### src/rtl/pipe_stage_buffer.sv
// Inter-stage pipeline register with a 2-entry skid buffer, flush, halt latch.
// Ports: clk, rst(active-low sync), flush, in_*/out_* valid-ready, halted, occupancy.
module pipe_stage_buffer #(
  parameter int DATA_W   = 16,
  parameter int NUM_DATA = 3,
  parameter int CTRL_W   = 10,
  parameter int HLT_BIT  = 0
) (
  input  logic                       clk,
  input  logic                       rst,
  input  logic                       flush,
  input  logic                       in_valid,
  output logic                       in_ready,
  input  logic [CTRL_W-1:0]          in_ctrl,
  input  logic [NUM_DATA*DATA_W-1:0] in_data,
  output logic                       out_valid,
  input  logic                       out_ready,
  output logic [CTRL_W-1:0]          out_ctrl,
  output logic [NUM_DATA*DATA_W-1:0] out_data,
  output logic                       halted,
  output logic [1:0]                 occupancy
);

  localparam int DW = NUM_DATA * DATA_W;

  // Encoding equals the number of held entries.
  typedef enum logic [1:0] {
    EMPTY = 2'd0,
    ONE   = 2'd1,
    FULL  = 2'd2
  } state_t;

  state_t            state, state_d;
  logic [CTRL_W-1:0] main_ctrl, skid_ctrl;
  logic [DW-1:0]     main_data, skid_data;
  logic              halted_q;
  logic              accept, take;
  logic              ld_main_in, ld_main_skid, ld_skid;

  assign in_ready  = (state != FULL) & ~halted_q & ~flush;
  assign accept    = in_valid & in_ready;
  assign out_valid = (state != EMPTY);
  assign take      = out_valid & out_ready;
  assign out_ctrl  = out_valid ? main_ctrl : '0;
  assign out_data  = main_data;
  assign halted    = halted_q;
  assign occupancy = state;

  always_comb begin
    state_d      = state;
    ld_main_in   = 1'b0;
    ld_main_skid = 1'b0;
    ld_skid      = 1'b0;
    unique case (state)
      EMPTY: begin
        if (accept) begin
          state_d    = ONE;
          ld_main_in = 1'b1;
        end
      end
      ONE: begin
        unique case (1'b1)
          accept & take: ld_main_in = 1'b1;
          accept & ~take: begin
            state_d = FULL;
            ld_skid = 1'b1;
          end
          ~accept & take: state_d = EMPTY;
          default: ;
        endcase
      end
      FULL: begin
        if (take) begin
          state_d      = ONE;
          ld_main_skid = 1'b1;
        end
      end
      default: state_d = EMPTY;
    endcase
  end

  always_ff @(posedge clk) begin
    if (!rst) begin
      state     <= EMPTY;
      halted_q  <= 1'b0;
      main_ctrl <= '0;
      skid_ctrl <= '0;
    end else if (flush) begin
      state    <= EMPTY;
      halted_q <= 1'b0;
    end else begin
      state <= state_d;
      if (accept && in_ctrl[HLT_BIT])
        halted_q <= 1'b1;
      if (ld_main_in)
        main_ctrl <= in_ctrl;
      else if (ld_main_skid)
        main_ctrl <= skid_ctrl;
      if (ld_skid)
        skid_ctrl <= in_ctrl;
    end
  end

  // Data path carries no reset; validity comes from state.
  always_ff @(posedge clk) begin
    if (ld_main_in)
      main_data <= in_data;
    else if (ld_main_skid)
      main_data <= skid_data;
    if (ld_skid)
      skid_data <= in_data;
  end

endmodule
### config.mk
export PLATFORM = sky130hd
export DESIGN_NAME = pipe_stage_buffer
export DESIGN_NICKNAME = d
export VERILOG_FILES = /design/src/rtl/pipe_stage_buffer.sv
export SDC_FILE = /design/constraint.sdc
export NUM_CORES = 1
export LEC_CHECK = 0
export CORE_MARGIN = 4
export CORE_UTILIZATION = 45
export DETAILED_ROUTE_END_ITERATION = 8
export PLACE_DENSITY = 0.73
export SETUP_SLACK_MARGIN = 0.3
export SYNTH_ARGS = -nofsm -noshare
export SYNTH_HDL_FRONTEND = slang
export SYNTH_SLANG_ARGS = --single-unit
### constraint.sdc
create_clock -name clk -period 4.6 [get_ports clk]
set_input_delay 0.46 -clock clk [delete_from_list [all_inputs] [get_ports clk]]
set_output_delay 0.46 -clock clk [all_outputs]
set_load 0.02 [all_outputs]
==> metrics.md <==
| Metric | Value |
|---|---|
| Die X | `109 um` |
| Vias in the first global route | `around 3000` |
| Critical path required time | `a little under 5000 ps` |
| CP cell instances | `nor2_1, nor2_1, ha_1, nand2_1, a21oi_4, nand2b_2, buf_4` |
| DR iter-0 viols | `122` |
| Hold path startpoint | `skid_ctrl[1]` |
| Worst path most repeated cell | `nor2_1` |
| Routed WL | `9630 um` |
| Setup_tns | `0 ps` |
| Post-CTS resize count | `0` |
| CTS root buffer | `clkbuf_8` |
| Area Overhead vs Synth | `43.0%` |
| Synth top area share | `62.4%` |
| Detailed-route wire length per cell | `approximately 17 um` |
| Syn nets | `351` |
| Placed instance area | `6000 um2` |
| Seq cells post-synth | `119` |
| Final non-filler cell area | `6610 um2` |
| Boundary Pins | `126` |
| Max Fanout on Critical Path | `27` |
| Least-Margin Pin Slew | `1120 ps` |
| CTS buffer count | `17` |
| RSZ-0062 raised after global routing | `no` |
| Final min period | `3030 ps` |
| Yosys top cell by area | `edfxtp_1` |
| First-pass iteration count of the detailed router | `4` |
| Syn Area/Cell | `16.2 um2` |
| Clock Path Buffers | `2` |
| Mapped Cells | `285` |
| Peak VDD IR | `0.285 mV` |
| RD Place Congestion | `0.816` |
| FP Rows | `36` |
| CTS tree | `built` |
| ANT cells | `0` |
| Final Skew | `7.64 ps` |
| Top area cells in the synthesized netlist | `edfxtp_1, dfxtp_1, mux2_2` |
| First-pass GRT wire length | `15000 um` |
| Post-detail-place hpwl | `6440 um` |
| Core area | `9910 um2` |
| Die area | `about 12000 um2` |
| Crit end category | `register` |
| Worst setup path class | `register to register` |
| Setup bufs post-CTS | `0` |
| Post-synthesis cell area | `4620 um2` |
| Hold WC Path Type | `register to register` |
| H-Tree Depth | `4` |
| Critical path origin | `occupancy[1]` |
| Slowest library cell on the worst path | `nor2_1` |
| # hold bufs at CTS | `0` |
| Biggest cell delay along the critical path | `approximately 700 ps` |
| Share of layout cells above drive strength 1 | `18.7%` |
| DRC | `0` |
| Max_cap viols | `0` |
| DP Cell Count | `around 530` |
| Slew margin rel. | `24.5%` |
| IO buf count | `between 100 and 150` |
| Netlist cell types | `34` |
| FILL cells | `714` |
| Via count | `2853` |
| Largest net degree at the start of global routing | `49` |
| Nets@finish | `about 500` |
| WP data arrival | `3270 ps` |
| Startpoint Class | `register` |
| Run status | `finished clean` |
| DRT antenna net count | `0` |
| CTS sink cnt | `119` |
| All-Layer GR Usage | `between 15 and 20%` |
| Later-pin clock latency in the skew report | `490 ps` |
| Worst-path clk slew | `60 ps` |
| Die H | `109 um` |
| Endpoints failing setup | `0` |
| Register area share after synthesis | `72.3%` |
| Initial antenna violation count | `0` |
| Leak | `around 0.0022 uW` |
| Fin. max-slew vios | `0` |
| Non-filler cells, final | `566` |
| Starting Density | `a little under half` |
| GRT overflow | `0` |
| Period Utilization, post-route | `roughly 66%` |
| Vias per cell | `5.04` |
| Endpoints failing hold | `0` |
| Max Fclk | `330 MHz` |
| Launch point of the worst reg-to-reg path | `occupancy[1]` |
| Cell area power density | `418 nW/um2` |
| Final design utilization | `about two thirds` |
| YS warnings | `0` |
==> per-layer routing <==
| layer | up-vias | part of all wire (%) | global-route usage, % | wire [um] |
|---|---|---|---|---|
| met5 | - | 0 | 0 | 0 |
| met4 | 0 | 0.46 | 4.54 | 44 |
| met3 | 5 | 9.4 | 6.64 | 909 |
| met2 | 126 | 46 | 25.9 | 4470 |
| met1 | 1380 | 44 | 21.7 | 4200 |
| li1 | 1342 | - | - | - |
==> state kept, by name (all words and copies together), names as in the netlist <==
name       count
halted         1
main_ctrl     10
occupancy      2
out_data      48
skid_ctrl     10
skid_data     48
==> placed cells by master, fill, tap and decap left out, drive strengths merged <==
cell type / Yosys / routed
nand3b: 1 / 1
a211oi: 1 / 1
clkdlybuf4s50: 0 / 125
clkinvlp: 0 / 4
nor4bb: 1 / 1
clkinv: 0 / 3
edfxtp: 96 / 96
buf: 8 / 4
ha: 3 / 3
a21o: 1 / 1
or2: 1 / 1
a31oi: 1 / 1
nand3: 10 / 10
or3: 1 / 1
nor2b: 11 / 11
clkbuf: 5 / 17
bufinv: 0 / 4
a22oi: 10 / 10
nand2b: 3 / 3
inv: 4 / 8
or4b: 1 / 1
dfxtp: 23 / 23
and2: 1 / 1
nor2: 6 / 6
mux2: 48 / 48
nor3: 2 / 2
a21oi: 3 / 3
a21boi: 20 / 20
a211o: 1 / 1
or3b: 1 / 1
nand2: 22 / 22
==> worst paths after layout <==
path                  endpoint  slack (ps)  depth (start not counted)
setup / recovery   out_data[8]        1570                          7
hold / removal    skid_ctrl[1]         470                          2
setup reg to reg   out_data[8]        1570                          7
hold reg to reg   skid_ctrl[1]         470                          2
==> through the flow <==
step | worst slack [ps] | hold WS (ps) | power (uW)
detailed placement | 1230 | 464 | 1440
global placement | 1330 | 455 | 1430
finish | 1570 | 475 | 2760
CTS | 1500 | 474 | 2790
floorplan | 331 | 442 | 1320
global route | 1180 | 494 | 2860
==> power breakdown <==
group,internal (uW),switching (uW)
Sequential,1200,10.1
Combinational,115,92.7
Clock,882,469
Total,2190,572
==> final cells by class <==
type / count / area, um2 / area share [%]
Multi-Input combinational cell: 149 / 1190 / 18.1
Timing Repair Buffer: 129 / 1280 / 19.4
Sequential cell: 119 / 3340 / 50.6
Tap cell: 133 / 166 / 2.52
Clock inverter: 15 / 199 / 3.01
Clock buffer: 17 / 414 / 6.26
Inverter: 4 / 15.0 / 0.227
==> cell families after synthesis <==
kind of cell	count (synthesis)	share of synthesized area, %
flip-flops	119	72.3
AND/OR/NAND/NOR	61	6.74
multiplexers	48	11.7
AO/OA/AOI/OAI	37	6.36
buffers and inverters	17	2.08
adder cells (fa/ha/maj)	3	0.812
==> worst max-delay path: cells and delay by family, from the launching register on <==
family	cells	cell delay, ps
buffers and inverters	1	370
adders and majority gates	1	230
AOI/OAI and AO/OA	1	80
DFF	1	470
and+or+nand+nor	4	1610
==> cells in the mapped netlist <==
cell	n
nand2_1	22
dfxtp_1	23
buf_6	1
a21oi_4	1
a21boi_1	1
nor2b_1	11
mux2_1	9
inv_1	4
a211o_1	1
buf_8	1
a22oi_1	10
a31oi_1	1
buf_2	2
or4b_4	1
nand3_1	10
nand3b_1	1
nor4bb_1	1
buf_1	1
a211oi_4	1
a21oi_1	2
nor3_1	2
ha_1	3
nand2b_1	3
a21boi_0	19
or3_1	1
a21o_1	1
clkbuf_1	5
mux2_2	39
nor2_1	6
buf_4	3
or2_2	1
edfxtp_1	96
and2_1	1
or3b_2	1
Power figures use the tool's default switching activity.
